==> src/rtl/stft_frame_loader.sv <==
// stft_frame_loader
//   Streams one STFT magnitude frame (ROWS x COLS pixels) into the BNN
//   classifier's MEM0. Each pixel is binarized against a per-frame threshold
//   and 28 pixels are packed into one row word (column 0 -> bit 0). Each
//   completed row is written to MEM0 at its row index. After the last row the
//   classifier is started, and input is held off until the classifier signals
//   completion through iDONE.
//
// Ports
//   iCLK, iRSTn         clock, asynchronous active-low reset
//   iCLR                synchronous clear back to IDLE (no pending write/start)
//   iPIX, iVALID, iSOF  pixel stream; iSOF marks the first pixel of a frame
//   oREADY              a pixel is accepted when iVALID && oREADY
//   iTHRESH             binarization threshold, captured on the SOF accept
//   oMEM0ADDR/WrDATA/Wr_EN  registered MEM0 write port (row index / row bits)
//   oSTART              one-cycle classifier start pulse
//   iDONE               classifier result write strobe, ends the WAIT phase
//   oBUSY               high from the SOF accept until iDONE is seen
//   oERR                (only with LOADER_ERR_EN) sticky error: frame restart
//                       mid-frame or pixel offered while START/WAIT
//
// Build option: define LOADER_ERR_EN to add the oERR port.

module stft_frame_loader #(
  parameter int PW   = 16,
  parameter int COLS = 28,
  parameter int ROWS = 36
) (
  input  logic            iCLK,
  input  logic            iRSTn,
  input  logic            iCLR,
  input  logic [PW-1:0]   iPIX,
  input  logic            iVALID,
  input  logic            iSOF,
  output logic            oREADY,
  input  logic [PW-1:0]   iTHRESH,
  output logic [5:0]      oMEM0ADDR,
  output logic [COLS-1:0] oMEM0WrDATA,
  output logic            oMEM0Wr_EN,
  output logic            oSTART,
  input  logic            iDONE,
  output logic            oBUSY
`ifdef LOADER_ERR_EN
  ,
  output logic            oERR
`endif
);

  typedef enum logic [1:0] {
    S_IDLE  = 2'd0,
    S_LOAD  = 2'd1,
    S_START = 2'd2,
    S_WAIT  = 2'd3
  } state_e;

  state_e          state_q, state_d;
  logic [4:0]      col_q, col_d;
  logic [5:0]      row_q, row_d;
  logic [PW-1:0]   thr_q, thr_d;
  logic [COLS-1:0] shift_q, shift_d;
  logic [5:0]      wr_addr_q, wr_addr_d;
  logic [COLS-1:0] wr_data_q, wr_data_d;
  logic            wr_en_q, wr_en_d;
  logic            start_q, start_d;
`ifdef LOADER_ERR_EN
  logic            err_q, err_d;
`endif

  logic ready_int;
  logic accept;
  logic sof_accept;
  logic pix_bit;
  logic sof_bit;

  assign ready_int  = (state_q == S_IDLE) || (state_q == S_LOAD);
  assign accept     = iVALID && ready_int;
  assign sof_accept = accept && iSOF;
  // Normal pixels use the latched threshold; the SOF pixel must already use
  // the threshold being captured with it.
  assign pix_bit    = (iPIX >= thr_q);
  assign sof_bit    = (iPIX >= iTHRESH);

  always_comb begin
    state_d   = state_q;
    col_d     = col_q;
    row_d     = row_q;
    thr_d     = thr_q;
    shift_d   = shift_q;
    wr_addr_d = wr_addr_q;
    wr_data_d = wr_data_q;
    wr_en_d   = 1'b0;
    start_d   = 1'b0;
`ifdef LOADER_ERR_EN
    err_d     = err_q;
`endif

    case (state_q)
      S_IDLE, S_LOAD: begin
        if (sof_accept) begin
          // Frame start (or restart): any partial row is dropped unwritten.
`ifdef LOADER_ERR_EN
          if ((state_q == S_LOAD) && ((col_q != 5'd0) || (row_q != 6'd0))) begin
            err_d = 1'b1;
          end
`endif
          thr_d      = iTHRESH;
          shift_d    = '0;
          shift_d[0] = sof_bit;
          col_d      = 5'd1;
          row_d      = 6'd0;
          state_d    = S_LOAD;
        end else if (accept && (state_q == S_LOAD)) begin
          shift_d[col_q] = pix_bit;
          if (col_q == 5'(COLS - 1)) begin
            // Row complete: hand the word to the write register so the next
            // row can start filling in the write cycle itself.
            wr_data_d = shift_d;
            wr_addr_d = row_q;
            wr_en_d   = 1'b1;
            shift_d   = '0;
            col_d     = 5'd0;
            row_d     = row_q + 6'd1;
            if (row_q == 6'(ROWS - 1)) begin
              state_d = S_START;
            end
          end else begin
            col_d = col_q + 5'd1;
          end
        end
      end

      S_START: begin
        // First START cycle coincides with the last write strobe; the start
        // pulse is registered so it appears in the following cycle.
        if (start_q) begin
          state_d = S_WAIT;
        end else begin
          start_d = 1'b1;
        end
      end

      S_WAIT: begin
        if (iDONE) begin
          state_d = S_IDLE;
        end
      end

      default: state_d = S_IDLE;
    endcase

`ifdef LOADER_ERR_EN
    if (iVALID && ((state_q == S_START) || (state_q == S_WAIT))) begin
      err_d = 1'b1;
    end
`endif

    if (iCLR) begin
      state_d = S_IDLE;
      col_d   = 5'd0;
      row_d   = 6'd0;
      shift_d = '0;
      wr_en_d = 1'b0;
      start_d = 1'b0;
`ifdef LOADER_ERR_EN
      err_d   = 1'b0;
`endif
    end
  end

  always_ff @(posedge iCLK or negedge iRSTn) begin
    if (!iRSTn) begin
      state_q   <= S_IDLE;
      col_q     <= 5'd0;
      row_q     <= 6'd0;
      thr_q     <= '0;
      shift_q   <= '0;
      wr_addr_q <= 6'd0;
      wr_data_q <= '0;
      wr_en_q   <= 1'b0;
      start_q   <= 1'b0;
    end else begin
      state_q   <= state_d;
      col_q     <= col_d;
      row_q     <= row_d;
      thr_q     <= thr_d;
      shift_q   <= shift_d;
      wr_addr_q <= wr_addr_d;
      wr_data_q <= wr_data_d;
      wr_en_q   <= wr_en_d;
      start_q   <= start_d;
    end
  end

`ifdef LOADER_ERR_EN
  always_ff @(posedge iCLK or negedge iRSTn) begin
    if (!iRSTn) begin
      err_q <= 1'b0;
    end else begin
      err_q <= err_d;
    end
  end

  assign oERR = err_q;
`endif

  // Ready is forced low while reset is held even though the state is IDLE.
  assign oREADY      = iRSTn && ready_int;
  assign oMEM0ADDR   = wr_addr_q;
  assign oMEM0WrDATA = wr_data_q;
  assign oMEM0Wr_EN  = wr_en_q;
  assign oSTART      = start_q;
  assign oBUSY       = (state_q != S_IDLE);

endmodule

==> config.mk <==
export PLATFORM = sky130hd
export DESIGN_NAME = stft_frame_loader
export DESIGN_NICKNAME = d
export VERILOG_FILES = /design/src/rtl/stft_frame_loader.sv
export SDC_FILE = /design/constraint.sdc
export NUM_CORES = 1
export LEC_CHECK = 0
export CAP_MARGIN = 20
export CORE_ASPECT_RATIO = 0.9
export CORE_MARGIN = 2
export CORE_UTILIZATION = 40
export DETAILED_ROUTE_END_ITERATION = 10
export SYNTH_ARGS = -nofsm -noshare
export SYNTH_HDL_FRONTEND = slang
export SYNTH_SLANG_ARGS = --single-unit
==> constraint.sdc <==
create_clock -name iCLK -period 3.4 [get_ports iCLK]
set_input_delay 0.68 -clock iCLK [delete_from_list [all_inputs] [get_ports iCLK]]
set_output_delay 0.68 -clock iCLK [all_outputs]
set_load 0.01 [all_outputs]
==> out/summary.txt <==
Core area: 11,570 um2
Gpl congestion: 0.8564
Post-synthesis to final-layout area growth: 25.76%
Synth Area in Adders: 9.668%
CTS Buf Count: 9
# IOs: 76
Largest family of logic cells by synthesized area: compound AO/OA/AOI/OAI gates
Grt total ovfl: 0
Post-Synth XOR/XNOR Area: 1.097%
CTS root buf: clkbuf_16
Initial Util: 41.37%
Synth Area in Compound Gates: 17.74%
CP Launch Type: input port
Syn_nets: 603
Rows: 37
Initial antenna violation count: 0
Post-Synth Simple-Gate Area: 17.56%
# setup viols final: 0
Worst Skew: 5.883 ps
Largest fanout on the critical path: 26
# resized after CTS: 0
Final hold viol count: 0
Initial DRC Count: 196
Post-CTS Setup Repair Bufs: 0
Worst-skew pair later-pin latency: 340 ps
Vias in the first global route: 3,901
Drt wl/cell: 14.41 um
Vias: 3,904
First-pass GRT wire length: 18,660 um
Layout cells sized above 1: 4.992%
Area share of the largest cell type after synthesis: 48.08%
Final Cell Area: 6022 um2
Placed Area: 5693 um2
Vias/cell: 5.157
Nets: 671
Buffers on Ports: 75
Synth Cell Area: 4788 um2
RSZ-0062 raised after global routing: no
CP Class: input port to flip-flop
ANT nets after route: 0
Period utilisation layout: 82.85%
Gr usage total: 18.30%
Status: completed
Setup TNS Final: 0 ps
DRT Pass-1 Iters: 4
Synth Register Bits: 92
Worst Tran Pin Value: 722.5 ps
Deepest clock path buffer count: 2
Die area: 12,860 um2
Die span in x: 119.3 um
Worst VDD drop: 0.0002657 V
Seq/Total Area, Yosys: 48.08%
Largest net degree at the start of global routing: 60
Clock Sinks: 92
Post-route DRC: 0
Vert. Die Dim: 107.8 um
Cells after synthesis: 528
Avg Cell Area, Syn: 9.069 um2
Most common cell in the netlist: nand2_1
Hold buffer count at cts: 0
Synth top cells by count: nand2_1 (104), dfrtp_1 (92), o21ai_0 (78), nor2_1 (41), ha_1 (37)
Antenna diodes: 0
Async S/R FF share, synth: 100.0%
Routed wire length: 10,910 um
Synth top area cells: dfrtp_1 (48%), ha_1 (9.7%), o21ai_0 (8.2%), nand2_1 (8.2%), a22o_1 (4.9%)
Slew HR: 51.83%
Synth area leader: dfrtp_1
Leakage power: 2.911 nW
Cell area power density: 432.2 nW/um2
Post-synth EDFFs: 0
WP data arrival: 3090 ps
Distinct cells, synth: 45
Hpwl dp: 7866 um
CTS tree: yes
# H-tree levels: 3
Fin. max-slew vios: 0
Hold crit path type: input port to async pin
MaxCap Viol Count: 0
Clock transition at the registers of the reported paths: 70 ps
Critical path required time: 3680 ps
Yosys warns: 0
Achievable Freq: 355.0 MHz
Mux cell area share after synthesis: 0.4442%
Setup crit end kind: flip-flop
Post-route minimum period: 2817 ps
Main flop type after synthesis: dfrtp_1
[layer usage]
layer	GRT usage [%]	vias up	routed length, um
met2	28.33	101	4926
met1	25.50	1850	5300
met5	0	-	0
met4	5.126	0	182
li1	-	1939	-
met3	4.714	14	500
[registers in the layout (all words and copies together), names as in the netlist]
| signal | flops |
|---|---|
| col_q | 5 |
| oMEM0WrDATA | 28 |
| thr_q | 16 |
| oMEM0Wr_EN | 1 |
| state_q | 2 |
| oMEM0ADDR | 6 |
| oSTART | 1 |
| shift_q | 27 |
| row_q | 6 |
[worst max-delay path, cell delays in order]
cell and delay (ps):
clkdlybuf4s50_1 450, ha_1 330, nand4_2 140, or3_1 390
or4_1 420, nand3_2 150, and2b_1 180, buf_12 180
a22o_1 160
[final timing paths]
check / depth (start not counted) / slack (ps) / from / end
worst max-delay path: 9 / 580 / iPIX[15] / shift_q[5]
worst min-delay path: 2 / 380 / iRSTn / row_q[3]
worst max register to register: 8 / 960 / col_q[0] / oMEM0WrDATA[25]
worst min register to register: 2 / 470 / oMEM0WrDATA[21] / oMEM0WrDATA[21]
max in group asynchronous: 3 / 1930 / iRSTn / shift_q[5]
min in group iCLK: 2 / 470 / oMEM0WrDATA[21] / oMEM0WrDATA[21]
[cell families (layout without fill, tap and decap cells)]
kind of cell | count (synthesis) | after routing
flops | 92 | 92
xor+xnor | 6 | 6
compound gates | 139 | 139
simple gates | 190 | 190
buf+inv | 62 | 135
fa+ha+maj | 37 | 37
mux | 2 | 2
[metrics by stage]
stage | power (mW) | std cells | setup WS (ps) | hold WS (ps) | util (%)
2_1_floorplan | 1.383 | 528 | 872.3 | 384.4 | -
3_3_place_gp | 1.509 | 741 | 304.3 | 443.1 | 49.19
3_5_place_dp | 1.521 | 741 | 227.3 | 454.9 | 49.19
4_1_cts | 2.634 | 757 | 591.1 | 391.9 | 52.03
5_1_grt | 2.738 | 757 | 455.5 | 415.1 | 52.03
6_report | 2.603 | 757 | 583.2 | 378.3 | 52.03
[layout by cell type, fill, tap and decap left out, types with 4 or more instances in the layout]
master           Yosys  final
a22o_1              27     27
xor2_1               6      6
clkbuf_16            0      9
nor3_1               4      4
a21o_1               4      4
clkdlybuf4s50_1      0     74
dfrtp_1             92     92
buf_4                0      7
nand4_1              6      6
inv_1               36     36
nor2_1              41     41
a21oi_1             12     12
nand2_1            104    104
nor2b_1              5      5
ha_1                37     37
nand2b_1             9      9
o21ai_0             78     78
[power breakdown]
group	switching, mW	internal (mW)	leakage [nW]
clock	0.449	0.655	0.155
combinational	0.196	0.146	1.50
sequential	0.0260	1.13	1.25
[layout make-up]
class	count	area [um2]
fill	1101	5552
sequential	92	2302
multi-input combinational	374	2227
timing repair buffer	83	833.3
clock buffer	9	225.2
tap	156	195.2
inverter	36	135.1
clock inverter	7	103.9
Power figures use the tool's default switching activity.
